File: src/rtl/rf_port_ctrl_pkg.sv
// Shared types and constants for the register-file port controller.
package rf_port_ctrl_pkg;

  localparam int unsigned RF_AW = 9;
  localparam int unsigned RF_DW = 36;

  // Controller mode: clearing every entry, or serving pipeline/host traffic.
  typedef enum logic {
    StInit,
    StRun
  } rf_state_t;

  // Which source owns the write port this cycle.
  typedef enum logic [1:0] {
    SrcNone,
    SrcInit,
    SrcPipe,
    SrcHost
  } rf_src_t;

  // True when a source actually drives a write.
  function automatic logic src_is_write(rf_src_t src);
    return src != SrcNone;
  endfunction

endpackage

File: src/rtl/rf_port_ctrl_if.sv
// Pipeline, host and BRAM-side signals of one register-file bank controller.
interface rf_port_ctrl_if #(
  parameter int unsigned AW = 9,
  parameter int unsigned DW = 36
) ();

  // Clear control
  logic          init_start;
  logic          init_busy;
  // Pipeline writeback
  logic          pipe_we;
  logic [AW-1:0] pipe_addr;
  logic [DW-1:0] pipe_wdata;
  // Host/debug loader
  logic          host_req;
  logic [AW-1:0] host_addr;
  logic [DW-1:0] host_wdata;
  logic          host_ack;
  // Read port
  logic          rd_en;
  logic [AW-1:0] rd_addr;
  logic [DW-1:0] rd_data;
  // BRAM side
  logic          ram_we;
  logic [AW-1:0] ram_wa;
  logic [DW-1:0] ram_wd;
  logic          ram_ren;
  logic [AW-1:0] ram_ra;
  logic [DW-1:0] ram_rd;

  // Controller view.
  modport slave (
    input  init_start, pipe_we, pipe_addr, pipe_wdata,
    input  host_req, host_addr, host_wdata,
    input  rd_en, rd_addr, ram_rd,
    output init_busy, host_ack, rd_data,
    output ram_we, ram_wa, ram_wd, ram_ren, ram_ra
  );

  // Environment view: pipeline, host and BRAM wrapper.
  modport master (
    output init_start, pipe_we, pipe_addr, pipe_wdata,
    output host_req, host_addr, host_wdata,
    output rd_en, rd_addr, ram_rd,
    input  init_busy, host_ack, rd_data,
    input  ram_we, ram_wa, ram_wd, ram_ren, ram_ra
  );

endinterface

File: src/rtl/rf_fwd_unit.sv
// Read-side forwarding: compares the read address against the newest write
// (this cycle's winner) and the write still sitting on the BRAM port, so a
// read always sees the latest data one cycle later.
module rf_fwd_unit #(
  parameter int unsigned AW = 9,
  parameter int unsigned DW = 36
) (
  input  logic          clk,
  input  logic          rstn,
  input  logic          rd_en_i,
  input  logic [AW-1:0] rd_addr_i,
  // Winner chosen this cycle (not yet registered)
  input  logic          win_valid_i,
  input  logic [AW-1:0] win_addr_i,
  input  logic [DW-1:0] win_data_i,
  // Write on the BRAM port, commits at the coming edge
  input  logic          wr_valid_i,
  input  logic [AW-1:0] wr_addr_i,
  input  logic [DW-1:0] wr_data_i,
  input  logic [DW-1:0] ram_rd_i,
  output logic [DW-1:0] rd_data_o
);

  logic          hit_new, hit_old;
  logic          byp_q, byp_d;
  logic [DW-1:0] cap_q, cap_d;
  logic          rd_vld_q;
  logic [DW-1:0] hold_q;

  assign hit_new = win_valid_i && (win_addr_i == rd_addr_i);
  assign hit_old = wr_valid_i && (wr_addr_i == rd_addr_i);

  // Capture bypass data when a read is sampled; newest write wins.
  always_comb begin
    byp_d = byp_q;
    cap_d = cap_q;
    if (rd_en_i) begin
      byp_d = hit_new || hit_old;
      if (hit_new) begin
        cap_d = win_data_i;
      end else if (hit_old) begin
        cap_d = wr_data_i;
      end
    end
  end

  // Bypass flag, captured data, read-valid and held output registers.
  always_ff @(posedge clk or negedge rstn) begin
    if (!rstn) begin
      byp_q    <= 1'b0;
      cap_q    <= '0;
      rd_vld_q <= 1'b0;
      hold_q   <= '0;
    end else begin
      byp_q    <= byp_d;
      cap_q    <= cap_d;
      rd_vld_q <= rd_en_i;
      hold_q   <= rd_data_o;
    end
  end

  // Without a read last cycle the output keeps its previous value.
  always_comb begin
    if (!rd_vld_q) begin
      rd_data_o = hold_q;
    end else if (byp_q) begin
      rd_data_o = cap_q;
    end else begin
      rd_data_o = ram_rd_i;
    end
  end

endmodule

File: src/rtl/rf_port_ctrl.sv
// Register-file bank controller: arbitrates the single BRAM write port between
// clear, pipeline writeback and host loader, and serves forwarded reads.
module rf_port_ctrl
  import rf_port_ctrl_pkg::*;
#(
  parameter int unsigned   AW       = RF_AW,
  parameter int unsigned   DW       = RF_DW,
  parameter logic [DW-1:0] INIT_VAL = '0
) (
  input logic           clk,
  input logic           rstn,
  rf_port_ctrl_if.slave bus
);

  localparam logic [AW-1:0] CntLast = '1;

  rf_state_t     state_q, state_d;
  logic [AW-1:0] cnt_q, cnt_d;

  rf_src_t       win_src;
  logic          win_valid;
  logic [AW-1:0] win_addr;
  logic [DW-1:0] win_data;
  logic          init_busy;
  logic          host_ack;

  logic          ram_we_q;
  logic [AW-1:0] ram_wa_q;
  logic [DW-1:0] ram_wd_q;

  // State and clear-counter registers.
  always_ff @(posedge clk or negedge rstn) begin
    if (!rstn) begin
      state_q <= StInit;
      cnt_q   <= '0;
    end else begin
      state_q <= state_d;
      cnt_q   <= cnt_d;
    end
  end

  // Next state: sweep every address once, then serve traffic until a restart.
  always_comb begin
    state_d = state_q;
    cnt_d   = cnt_q;
    unique case (state_q)
      StInit: begin
        cnt_d = cnt_q + AW'(1);
        if (cnt_q == CntLast) begin
          state_d = StRun;
        end
      end
      StRun: begin
        if (bus.init_start) begin
          state_d = StInit;
          cnt_d   = '0;
        end
      end
      default: begin
        state_d = StInit;
        cnt_d   = '0;
      end
    endcase
  end

  // Outputs per state: write-port owner, busy flag and host acknowledge.
  always_comb begin
    win_src   = SrcNone;
    init_busy = 1'b0;
    host_ack  = 1'b0;
    unique case (state_q)
      StInit: begin
        init_busy = 1'b1;
        win_src   = SrcInit;
      end
      StRun: begin
        // Writeback is never stalled, so the host may starve behind it.
        if (bus.pipe_we) begin
          win_src = SrcPipe;
        end else if (bus.host_req) begin
          win_src  = SrcHost;
          host_ack = 1'b1;
        end
      end
      default: begin
        init_busy = 1'b1;
      end
    endcase
  end

  // Route the winning source onto the write address/data.
  always_comb begin
    win_addr = '0;
    win_data = '0;
    unique case (win_src)
      SrcInit: begin
        win_addr = cnt_q;
        win_data = INIT_VAL;
      end
      SrcPipe: begin
        win_addr = bus.pipe_addr;
        win_data = bus.pipe_wdata;
      end
      SrcHost: begin
        win_addr = bus.host_addr;
        win_data = bus.host_wdata;
      end
      default: begin
        win_addr = '0;
        win_data = '0;
      end
    endcase
  end

  assign win_valid = src_is_write(win_src);

  // Register the winner onto the BRAM write port; address/data hold when idle.
  always_ff @(posedge clk or negedge rstn) begin
    if (!rstn) begin
      ram_we_q <= 1'b0;
      ram_wa_q <= '0;
      ram_wd_q <= '0;
    end else begin
      ram_we_q <= win_valid;
      if (win_valid) begin
        ram_wa_q <= win_addr;
        ram_wd_q <= win_data;
      end
    end
  end

  rf_fwd_unit #(
    .AW (AW),
    .DW (DW)
  ) u_fwd (
    .clk         (clk),
    .rstn        (rstn),
    .rd_en_i     (bus.rd_en),
    .rd_addr_i   (bus.rd_addr),
    .win_valid_i (win_valid),
    .win_addr_i  (win_addr),
    .win_data_i  (win_data),
    .wr_valid_i  (ram_we_q),
    .wr_addr_i   (ram_wa_q),
    .wr_data_i   (ram_wd_q),
    .ram_rd_i    (bus.ram_rd),
    .rd_data_o   (bus.rd_data)
  );

  assign bus.init_busy = init_busy;
  assign bus.host_ack  = host_ack;
  assign bus.ram_we    = ram_we_q;
  assign bus.ram_wa    = ram_wa_q;
  assign bus.ram_wd    = ram_wd_q;
  assign bus.ram_ren   = bus.rd_en;
  assign bus.ram_ra    = bus.rd_addr;

endmodule

File: src/flat_wrapper.sv
// flat-port wrapper written by rule: the top's interface ports become plain ports
module rf_port_ctrl_flat import rf_port_ctrl_pkg::*;
#(
  parameter int unsigned   AW       = RF_AW,
  parameter int unsigned   DW       = RF_DW,
  parameter logic [DW-1:0] INIT_VAL = '0
)
  (clk, rstn, bus_init_start, bus_pipe_we, bus_pipe_addr, bus_pipe_wdata, bus_host_req, bus_host_addr, bus_host_wdata, bus_rd_en, bus_rd_addr, bus_ram_rd, bus_init_busy, bus_host_ack, bus_rd_data, bus_ram_we, bus_ram_wa, bus_ram_wd, bus_ram_ren, bus_ram_ra);
  rf_port_ctrl_if #(.AW(AW), .DW(DW)) bus_i ();
  input logic clk;
  input logic rstn;
  input wire logic [$bits(bus_i.init_start)-1:0] bus_init_start;
  input wire logic [$bits(bus_i.pipe_we)-1:0] bus_pipe_we;
  input wire logic [$bits(bus_i.pipe_addr)-1:0] bus_pipe_addr;
  input wire logic [$bits(bus_i.pipe_wdata)-1:0] bus_pipe_wdata;
  input wire logic [$bits(bus_i.host_req)-1:0] bus_host_req;
  input wire logic [$bits(bus_i.host_addr)-1:0] bus_host_addr;
  input wire logic [$bits(bus_i.host_wdata)-1:0] bus_host_wdata;
  input wire logic [$bits(bus_i.rd_en)-1:0] bus_rd_en;
  input wire logic [$bits(bus_i.rd_addr)-1:0] bus_rd_addr;
  input wire logic [$bits(bus_i.ram_rd)-1:0] bus_ram_rd;
  output wire logic [$bits(bus_i.init_busy)-1:0] bus_init_busy;
  output wire logic [$bits(bus_i.host_ack)-1:0] bus_host_ack;
  output wire logic [$bits(bus_i.rd_data)-1:0] bus_rd_data;
  output wire logic [$bits(bus_i.ram_we)-1:0] bus_ram_we;
  output wire logic [$bits(bus_i.ram_wa)-1:0] bus_ram_wa;
  output wire logic [$bits(bus_i.ram_wd)-1:0] bus_ram_wd;
  output wire logic [$bits(bus_i.ram_ren)-1:0] bus_ram_ren;
  output wire logic [$bits(bus_i.ram_ra)-1:0] bus_ram_ra;
  assign bus_i.init_start = bus_init_start;
  assign bus_i.pipe_we = bus_pipe_we;
  assign bus_i.pipe_addr = bus_pipe_addr;
  assign bus_i.pipe_wdata = bus_pipe_wdata;
  assign bus_i.host_req = bus_host_req;
  assign bus_i.host_addr = bus_host_addr;
  assign bus_i.host_wdata = bus_host_wdata;
  assign bus_i.rd_en = bus_rd_en;
  assign bus_i.rd_addr = bus_rd_addr;
  assign bus_i.ram_rd = bus_ram_rd;
  assign bus_init_busy = bus_i.init_busy;
  assign bus_host_ack = bus_i.host_ack;
  assign bus_rd_data = bus_i.rd_data;
  assign bus_ram_we = bus_i.ram_we;
  assign bus_ram_wa = bus_i.ram_wa;
  assign bus_ram_wd = bus_i.ram_wd;
  assign bus_ram_ren = bus_i.ram_ren;
  assign bus_ram_ra = bus_i.ram_ra;
  rf_port_ctrl #(.AW(AW), .DW(DW), .INIT_VAL(INIT_VAL)) u_core (.clk(clk), .rstn(rstn), .bus(bus_i));
endmodule
File: config.mk
export PLATFORM = sky130hd
export DESIGN_NAME = rf_port_ctrl_flat
export DESIGN_NICKNAME = d
export VERILOG_FILES = /design/src/rtl/rf_port_ctrl_pkg.sv /design/src/rtl/rf_port_ctrl_if.sv /design/src/rtl/rf_fwd_unit.sv /design/src/rtl/rf_port_ctrl.sv /design/src/flat_wrapper.sv
export SDC_FILE = /design/constraint.sdc
export NUM_CORES = 1
export LEC_CHECK = 0
export ABC_CLOCK_PERIOD_IN_PS = 3100
export CAP_MARGIN = 40
export CORE_AREA = 2 2 132 134
export CTS_BUF_LIST = sky130_fd_sc_hd__clkbuf_16
export DETAILED_ROUTE_END_ITERATION = 8
export DIE_AREA = 0 0 134 136
export PLACE_DENSITY = 0.72
export SKIP_CTS_REPAIR_TIMING = 1
export SLEW_MARGIN = 5
export SYNTH_ARGS = -nofsm -noshare
export SYNTH_HDL_FRONTEND = slang
export SYNTH_SLANG_ARGS = --single-unit
File: constraint.sdc
create_clock -name clk -period 3.1 [get_ports clk]
set_input_delay 0.62 -clock clk [delete_from_list [all_inputs] [get_ports clk]]
set_output_delay 0.62 -clock clk [all_outputs]
set_load 0.05 [all_outputs]
==> flow_metrics.tcl, run 1 <==
set metrics [dict create \
    total_leakage_power_nw 4.412 \
    slew_headroom 0.5689 \
    worst-path-max-fanout 22 \
    timing.setup.tns_ns 0 \
    grt_pass1_wl_mm 33.26 \
    worst_ir_drop_vdd_v 0.0003882 \
    drive_gt1_frac 0.1432 \
    max-cap-violations 0 \
    reg2regPathDepth 8 \
    worstSetupEndpoint "u_core.u_fwd.cap_q[23]" \
    postLayoutCoreUtil 0.5870 \
    via_per_inst 5.470 \
    met1_track_utilization_from_global_routing 0.3119 \
    groute.layer.met3.usage 0.05928 \
    largest_net_degree_at_the_start_of_global_routing 91 \
    floorplan_row_count 48 \
    area_growth_pct 50.03 \
    antenna_left 0 \
    avgRoutedWirePerCell_um 18.86 \
    drt-initial-drc-count 457 \
    post_synth_inst_count 662 \
    worst_path_max_delay_cell "clkdlybuf4s50_1" \
    synth_simple_gate_area_share 0.1122 \
    clock_path_buffers 2 \
    worst_ep_arrival_time_ns 3.27 \
    critPathLaunch "bus_host_req" \
    timing.rr.end "u_core.u_fwd.cap_q[23]" \
    ys_async_sr_fraction 1.000 \
    num_io_pins 235 \
    synth_compound_gate_area_share 0.2575 \
    route.vias.total 6197 \
    cts_sinks 130 \
    worst_clock_skew_ns 0.01139 \
    worst_slew_pin_slew_ns 0.6408 \
    remaining_drc_errors 0 \
    timing.critical_path.to_type "register" \
    post_synth_main_area_contributors "dfrtp_1 49%, mux2i_1 5.6%, a221o_1 4.9%" \
    outcome "complete, no violations" \
    final.fill_count 1468 \
    dp_hpwl_mm 15.35 \
    r2r-start "u_core.state_q" \
    synth_seq_area_share 0.4927 \
    synthXorXnorAreaFrac 0.01857 \
    largest_area_contributor_in_the_netlist "dfrtp_1" \
    cts_tree "done" \
    grt_util_all_layers 0.2356 \
    numCtsBuffers 17 \
    h_tree_levels 4 \
    critPathMaxStageDelay_ns 0.65 \
    rsz_0062_raised_after_global_routing "false" \
    mean_instance_size_in_the_synthesized_netlist_um2 9.974 \
    fp.coreArea_um2 16880 \
    antenna_diode_count 0 \
    worst_slack_at_placement_ns -0.2738 \
    hold_viol_final 0 \
    path_clk_slew_ns 0.06 \
    synth_top_family_by_area "compound AO/OA/AOI/OAI gates" \
    cp_cell_sequence "clkdlybuf4s50_1, buf_4, nand3b_1, a32oi_1, nand4_1, a221oi_4, a21oi_4, buf_16, a221o_1" \
    number_of_slew_limit_violations_in_the_final_report 0 \
    timing.setup.critical_path_class "input port to register" \
    dieHeight_um 136 \
    syn-num-nets 805 \
    clk_root_buffer_cell "clkbuf_16" \
    post-route-worst-setup-slack_ns 0.1264 \
    grt_antenna_before_repair 0 \
    total_nets_final 1038 \
    finalSetupViolCount 0 \
    powerDensity_nw_per_um2 554.4 \
    timing.hold.worst.class "register to register" \
    synthAdderAreaFrac 0.003790 \
    met2_usage 0.3803 \
    synth_most_common_cell "dfrtp_1" \
    yosys-mux-area-fraction 0.05609 \
    finalWorstPathRequiredPeriod_ns 2.974 \
    floorplan.die.width_um 134 \
    numPortBuffers 234 \
    fp.dieArea_um2 18220 \
    postSynth.topFlopCell "dfrtp_1" \
    drt_first_pass_iters 5 \
    synthDominantCellAreaShare 0.4927 \
    total_routed_wirelength_mm 21.36 \
    first_global_vias 6115 \
    grt_remaining_overflow 0 \
    ys_ff_latch 130 \
    r2r_setup_slack_ns 0.45 \
    grt_most_used_layer "met2" \
    gp_routability_congestion 0.8734 \
    worst_setup_path_start_kind "input port" \
    synth_commonest_cells "130 x dfrtp_1, 66 x nand2_1, 44 x nor2_1" \
    post-layout-total-power_mw 5.492 \
    yosysWarningCount 0 \
    fmaxAchievable_mhz 336.3 \
    number_of_different_library_cells_in_the_post_synthesis_netlist 50 \
    number_of_enable_flip_flop_cells_after_synthesis 0 \
    netlist_area_um2 6603 \
    fin_crit_sh 0.9592 \
    worstPathRequired_ns 3.40 \
    initial_utilization 0.3912 \
    clock_latency_on_the_worst_skew_pair_ns 0.42 \
]
layout make-up:
class / instances / area (µm²) / share of cell area
clock inverter: 15 / 181.4 / 0.01832
tap: 225 / 281.5 / 0.02842
timing repair buffer: 279 / 2689 / 0.2714
inverter: 20 / 75.07 / 0.007579
clock buffer: 17 / 425.4 / 0.04295
sequential: 130 / 3256 / 0.3287
multi-input combinational: 447 / 2998 / 0.3026
per-layer routing:
| metal | vias to the layer above | share of wire |
|---|---|---|
| li1 | 2911 | - |
| met1 | 3015 | 0.43 |
| met2 | 241 | 0.49 |
| met3 | 30 | 0.062 |
| met4 | 0 | 0.019 |
| met5 | - | 0 |
state kept, by name, summed over array words and instances (netlist names):
| name | count |
|---|---|
| u_core.bus.ram_wa | 9 |
| u_core.bus.ram_wd | 36 |
| u_core.bus.ram_we | 1 |
| u_core.cnt_q | 9 |
| u_core.state_q | 1 |
| u_core.u_fwd.byp_q | 1 |
| u_core.u_fwd.cap_q | 36 |
| u_core.u_fwd.hold_q | 36 |
| u_core.u_fwd.rd_vld_q | 1 |
metrics by stage:
step / cells / instance area [µm²] / hold WS (ns)
after floorplan: 662 / 6603 / 0.3244
final: 1133 / 9906 / 0.5023
after CTS: 1132 / 9896 / -0.01354
after global placement: 1098 / 9234 / 0.4845
after detailed placement: 1100 / 9289 / 0.4387
after global routing: 1133 / 9906 / 0.5222
layout by cell type (no fill, tap or decap), types with 31 or more instances in the layout:
| master | n |
|---|---|
| nor2_1 | 44 |
| dfrtp_1 | 128 |
| a22o_1 | 31 |
| buf_4 | 78 |
| clkdlybuf4s50_1 | 190 |
| a21o_1 | 32 |
| a31oi_1 | 39 |
| mux2i_1 | 37 |
| nand2_1 | 66 |
| a221o_1 | 32 |
| a21oi_1 | 42 |
where the power goes:
group / total (mW) / leakage, nW / internal, mW / switching [mW]
sequential: 2.03 / 1.67 / 1.87 / 0.163
combinational: 1.41 / 2.46 / 0.597 / 0.812
clock: 2.05 / 0.289 / 1.27 / 0.783
cells by family after synthesis:
logic type,count (synthesis)
buffers and inverters,85
adders and majority gates,2
muxes,37
DFF,130
and+or+nand+nor,160
AOI/OAI and AO/OA,234
xor gates and xnor gates,14
critical path, delay by kind of cell:
family	cells	cell delay [ns]
AOI/OAI and AO/OA	4	1.28
buffers and inverters	3	1.07
and+or+nand+nor	2	0.29
worst min-delay path by stage:
stage | startpoint | to | slack [ns] | cells past startpoint
after global routing | u_core.bus.ram_wd[25] | u_core.bus.ram_wd[25] | 0.52 | 1
after detailed placement | rstn | u_core.u_fwd.hold_q[21] | 0.44 | 1
after floorplan | rstn | u_core.bus.ram_wa[0] | 0.32 | 0
final | u_core.bus.ram_wd[10] | u_core.bus.ram_wd[10] | 0.50 | 1
after global placement | u_core.bus.ram_wd[23] | u_core.bus.ram_wd[23] | 0.48 | 1
after CTS | rstn | u_core.u_fwd.hold_q[21] | -0.01 | 1
Note: power is estimated with default switching activity, not from simulation.
==> inputs of run 2 (changes only) <==
CORE_AREA = 2 2 166 168   (was 2 2 132 134)
CTS_CLUSTER_DIAMETER = 50   (was unset)
DIE_AREA = 0 0 168 170   (was 0 0 134 136)
PLACE_DENSITY = unset   (was 0.72)
==> run 2 against run 1 <==
Fmax rose by 6.9%. Final cell count grew 10%. Wire length rose by 9.3%. Critical path type is now input port to output port. Power fell by 0.75%.
==> flow_metrics.tcl, run 2 (synthesis results as in run 1) <==
set metrics [dict create \
    floorplan_row_count 60 \
    total_routed_wirelength_mm 23.36 \
    worst-path-max-fanout 4 \
    route.vias.total 6026 \
    drt-initial-drc-count 283 \
    slew_headroom 0.5932 \
    outcome "complete, no violations" \
    fmaxAchievable_mhz 359.4 \
    largest_net_degree_at_the_start_of_global_routing 66 \
    layout.cells.most_common_list "189 x clkdlybuf4s50_1, 128 x dfrtp_1, 82 x buf_4" \
    cts_tree "done" \
    grt_remaining_overflow 0 \
    hold_viol_final 0 \
    grt_util_all_layers 0.1612 \
    timing.setup.tns_ns 0 \
    number_of_slew_limit_violations_in_the_final_report 0 \
    via_per_inst 4.821 \
    critPathMostFrequentCell "clkdlybuf4s50_1" \
    timing.rr.end "u_core.u_fwd.cap_q[7]" \
    num_io_pins 235 \
    worst_ir_drop_vdd_v 0.0003168 \
    layout.cells.most_common "clkdlybuf4s50_1" \
    rsz_0062_raised_after_global_routing "false" \
    timing.critical_path.to_type "output port" \
    finalHoldWorstSlack_ns 0.1750 \
    fp.coreArea_um2 26650 \
    total_leakage_power_nw 4.408 \
    first_global_vias 6160 \
    max-cap-violations 0 \
    fin_crit_sh 0.8975 \
    avgRoutedWirePerCell_um 18.69 \
    drive_gt1_frac 0.1441 \
    critPathMaxStageDelay_ns 0.80 \
    fp.dieArea_um2 28560 \
    r2r-start "u_core.state_q" \
    floorplan.die.width_um 168 \
    grt_antenna_before_repair 0 \
    total_nets_final 1039 \
    path_clk_slew_ns 0.06 \
    initial_utilization 0.2477 \
    post-route-worst-setup-slack_ns 0.3178 \
    worst_slack_at_placement_ns -0.07132 \
    area_growth_pct 51.62 \
    dieHeight_um 170 \
    antenna_diode_count 0 \
    remaining_drc_errors 0 \
    worstPathRequired_ns 2.48 \
    worst_ep_arrival_time_ns 2.16 \
    layoutNonFillerInstCount 1250 \
    finalSetupViolCount 0 \
    clk_root_buffer_cell "clkbuf_16" \
    timing.hold.worst.class "input port to asynchronous set/reset pin" \
    grt_pass1_wl_mm 35.44 \
    numCtsBuffers 17 \
    worst_path_max_delay_cell "clkdlybuf4s50_1" \
    powerDensity_nw_per_um2 544.5 \
    h_tree_levels 4 \
    gp_routability_congestion 0.9256 \
    reg2regPathDepth 9 \
    worst_setup_path_start_kind "input port" \
    antenna_left 0 \
    post-layout-total-power_mw 5.451 \
    cts_sinks 130 \
    dpl.cell_count 1218 \
    clock_path_buffers 2 \
    finalWorstPathRequiredPeriod_ns 2.782 \
    numPortBuffers 234 \
    r2r_setup_slack_ns 0.59 \
    worst_clock_skew_ns 0.008229 \
    worst_slew_pin_slew_ns 0.6103 \
    dp_hpwl_mm 17.34 \
    drt_first_pass_iters 4 \
    timing.setup.critical_path_class "input port to output port" \
    clock_latency_on_the_worst_skew_pair_ns 0.42 \
    cp_cell_sequence "clkdlybuf4s50_1, buf_4, clkdlybuf4s50_1" \
]
[run 2: cell types whose count changed in the layout (fill, tap and decap cells not counted), sizes merged]
cell / delta
buf: +3
clkdlybuf4s50: -1
clkinv: +1
clkinvlp: -1
dlygate4sd3: -1
[run 2: through the flow]
| stage | util | area [µm²] |
|---|---|---|
| floorplan | - | 6603 |
| global placement | 0.3534 | 9419 |
| detailed placement | 0.3534 | 9419 |
| CTS | 0.3756 | 10010 |
| global route | 0.3756 | 10010 |
| finish | 0.3756 | 10010 |
[run 2: layout make-up]
class                      instances  area (µm²)
clock buffer                      17       425.4
clock inverter                    15       166.4
fill                            2639       16640
inverter                          20       75.07
multi-input combinational        447        2998
sequential                       130        3256
tap                              341       426.7
timing repair buffer             280        2664
[run 2: routing by layer]
layer,GRT usage,share of wire
met1,0.2098,0.45
met2,0.2704,0.49
met3,0.03488,0.046
met4,0.04575,0.011
met5,0,0
[run 2: where the power goes]
group | leakage, nW | total (mW) | switching [mW] | internal, mW
Clock | 0.290 | 2.02 | 0.761 | 1.26
Sequential | 1.67 | 2.03 | 0.160 | 1.87
Combinational | 2.45 | 1.41 | 0.813 | 0.593
[run 2: how the worst max path moves through the flow]
stage / from / to / depth (start not counted)
global route: bus_pipe_we / u_core.u_fwd.cap_q[1] / 10
CTS: bus_rd_addr[1] / bus_ram_ra[1] / 3
global placement: bus_pipe_we / u_core.u_fwd.cap_q[29] / 10
floorplan: u_core.u_fwd.byp_q / bus_rd_data[10] / 4
finish: bus_rd_addr[1] / bus_ram_ra[1] / 3
detailed placement: bus_pipe_we / u_core.u_fwd.cap_q[7] / 10
[run 2: critical path: cells and delay by family]
family | cells | cell delay [ns]
buffers and inverters | 3 | 1.53
==> inputs of run 3 (changes only) <==
CTS_CLUSTER_DIAMETER = unset   (was 50)
GPL_TIMING_DRIVEN = 0   (was unset)
==> run 3 against run 2 <==
Wire length increased by 7.2%. Core utilization increased by 0.54 points. Worst setup slack got worse by 0.25 ns. Power increased by 2.0%. Cell area increased by 1.4%. Final cell count increased by 1.7%.
==> flow_metrics.tcl, run 3 (synthesis results as in run 1) <==
set metrics [dict create \
    worst_setup_path_start_kind "input port" \
    first_global_vias 6365 \
    drt-initial-drc-count 407 \
    total_nets_final 1057 \
    floorplan.die.width_um 168 \
    worst_slack_at_placement_ns -1.245 \
    antenna_left 0 \
    h_tree_levels 4 \
    area_growth_pct 53.82 \
    floorplan_row_count 60 \
    worstPathRequired_ns 3.40 \
    critPathMaxStageDelay_ns 0.65 \
    cts_sinks 130 \
    timing.setup.critical_path_class "input port to register" \
    dieHeight_um 170 \
    worst_clock_skew_ns 0.009384 \
    num_io_pins 235 \
    grt_pass1_wl_mm 37.80 \
    hold_viol_final 0 \
    avgRoutedWirePerCell_um 19.70 \
    finalWorstPathRequiredPeriod_ns 3.030 \
    cts_tree "done" \
    remaining_drc_errors 0 \
    worst-path-max-fanout 10 \
    powerDensity_nw_per_um2 547.6 \
    final.fill_count 2645 \
    finalSetupViolCount 0 \
    cp_cell_sequence "clkdlybuf4s50_1, nor2b_1, o41ai_1, nand4_1, a221oi_2, buf_4, a21oi_4, buf_2, a221o_1" \
    layoutNonFillerInstCount 1271 \
    number_of_slew_limit_violations_in_the_final_report 0 \
    dp_hpwl_mm 18.86 \
    outcome "complete, no violations" \
    gp_routability_congestion 0.8670 \
    fp.dieArea_um2 28560 \
    timing.hold.worst.class "input port to asynchronous set/reset pin" \
    fp.coreArea_um2 26650 \
    layout.cells.most_common_list "191 x clkdlybuf4s50_1, 129 x dfrtp_1, 66 x nand2_1" \
    postLayoutCoreUtil 0.3811 \
    numPortBuffers 233 \
    multi_input_comb_area_um2 2978 \
    layout.cells.most_common "clkdlybuf4s50_1" \
    grt_remaining_overflow 0 \
    worst_slew_pin_slew_ns 0.6384 \
    clock_latency_on_the_worst_skew_pair_ns 0.43 \
    grt_util_all_layers 0.1746 \
    total_leakage_power_nw 4.682 \
    worst_ep_arrival_time_ns 3.33 \
    fin_crit_sh 0.9774 \
    via_per_inst 4.916 \
    timing.critical_path.to_type "register" \
    worst_ir_drop_vdd_v 0.0002125 \
    rsz_0062_raised_after_global_routing "false" \
    grt_antenna_before_repair 2 \
    clk_root_buffer_cell "clkbuf_16" \
    total_routed_wirelength_mm 25.05 \
    drive_gt1_frac 0.08738 \
    path_clk_slew_ns 0.06 \
    clock_path_buffers 2 \
    fmaxAchievable_mhz 330.1 \
    numCtsBuffers 17 \
    layout.area.seq_um2 3254 \
    initial_utilization 0.2477 \
    post-route-worst-setup-slack_ns 0.07019 \
    max-cap-violations 0 \
    largest_net_degree_at_the_start_of_global_routing 85 \
    route.vias.total 6248 \
    slew_headroom 0.5744 \
    drt_first_pass_iters 5 \
    worst_path_max_delay_cell "clkdlybuf4s50_1" \
    dpl.cell_count 1239 \
]
[run 3: changes by cell type in the layout (fill, tap and decap cells not counted), moves of 3 or more]
cell,before,now
buf_12,7,0
buf_2,1,17
buf_4,82,14
clkbuf_1,0,21
clkbuf_2,0,8
diode_2,0,3
dlymetal6s2s_1,0,41
[run 3: final timing paths]
check | from | endpoint | slack, ns | depth (start not counted)
max | bus_rd_addr[5] | u_core.u_fwd.cap_q[26] | 0.07 | 9
min | rstn | u_core.u_fwd.hold_q[21] | 0.11 | 1
max reg2reg | u_core.state_q | u_core.u_fwd.cap_q[26] | 0.40 | 9
min reg2reg | u_core.bus.ram_wd[33] | u_core.bus.ram_wd[33] | 0.50 | 1
max in group asynchronous | rstn | u_core.u_fwd.byp_q | 2.18 | 2
min in group clk | u_core.bus.ram_wd[33] | u_core.bus.ram_wd[33] | 0.50 | 1
[run 3: power breakdown]
group / switching, mW / internal [mW]
sequential: 0.158 / 1.87
clock: 0.802 / 1.34
combinational: 0.812 / 0.584
[run 3: metrics by stage]
step	hold WS [ns]	cell area (µm²)	power (mW)	setup TNS [ns]
floorplan	0.3244	6603	2.828	0
global placement	0.4837	9361	3.441	-561.65
detailed placement	0.4913	9409	3.446	-28.40
CTS	0.1228	10020	5.611	-27.04
global route	0.1422	10150	5.791	0
finish	0.1120	10160	5.561	0
[run 3: layout make-up]
class / count / area share
Sequential cell: 130 / 0.3204
Multi-Input combinational cell: 447 / 0.2932
Timing Repair Buffer: 236 / 0.2444
Tap cell: 341 / 0.04201
Clock buffer: 17 / 0.04189
Buffer: 62 / 0.03117
Clock inverter: 15 / 0.01873
Inverter: 20 / 0.007392
Antenna cell: 3 / 0.0007392
[run 3: per-layer routing]
metal / track usage / share of wire / vias to the layer above
met2: 0.2907 / 0.48 / 199
li1: - / - / 2947
met3: 0.03488 / 0.047 / 31
met5: 0 / 0 / -
met4: 0.07372 / 0.025 / 0
met1: 0.2213 / 0.44 / 3071
[run 3: worst max-delay path: cells and delay by family]
kind	cells	cell delay, ns
buf+inv	3	1.14
compound gates	4	1.28
simple gates	2	0.27
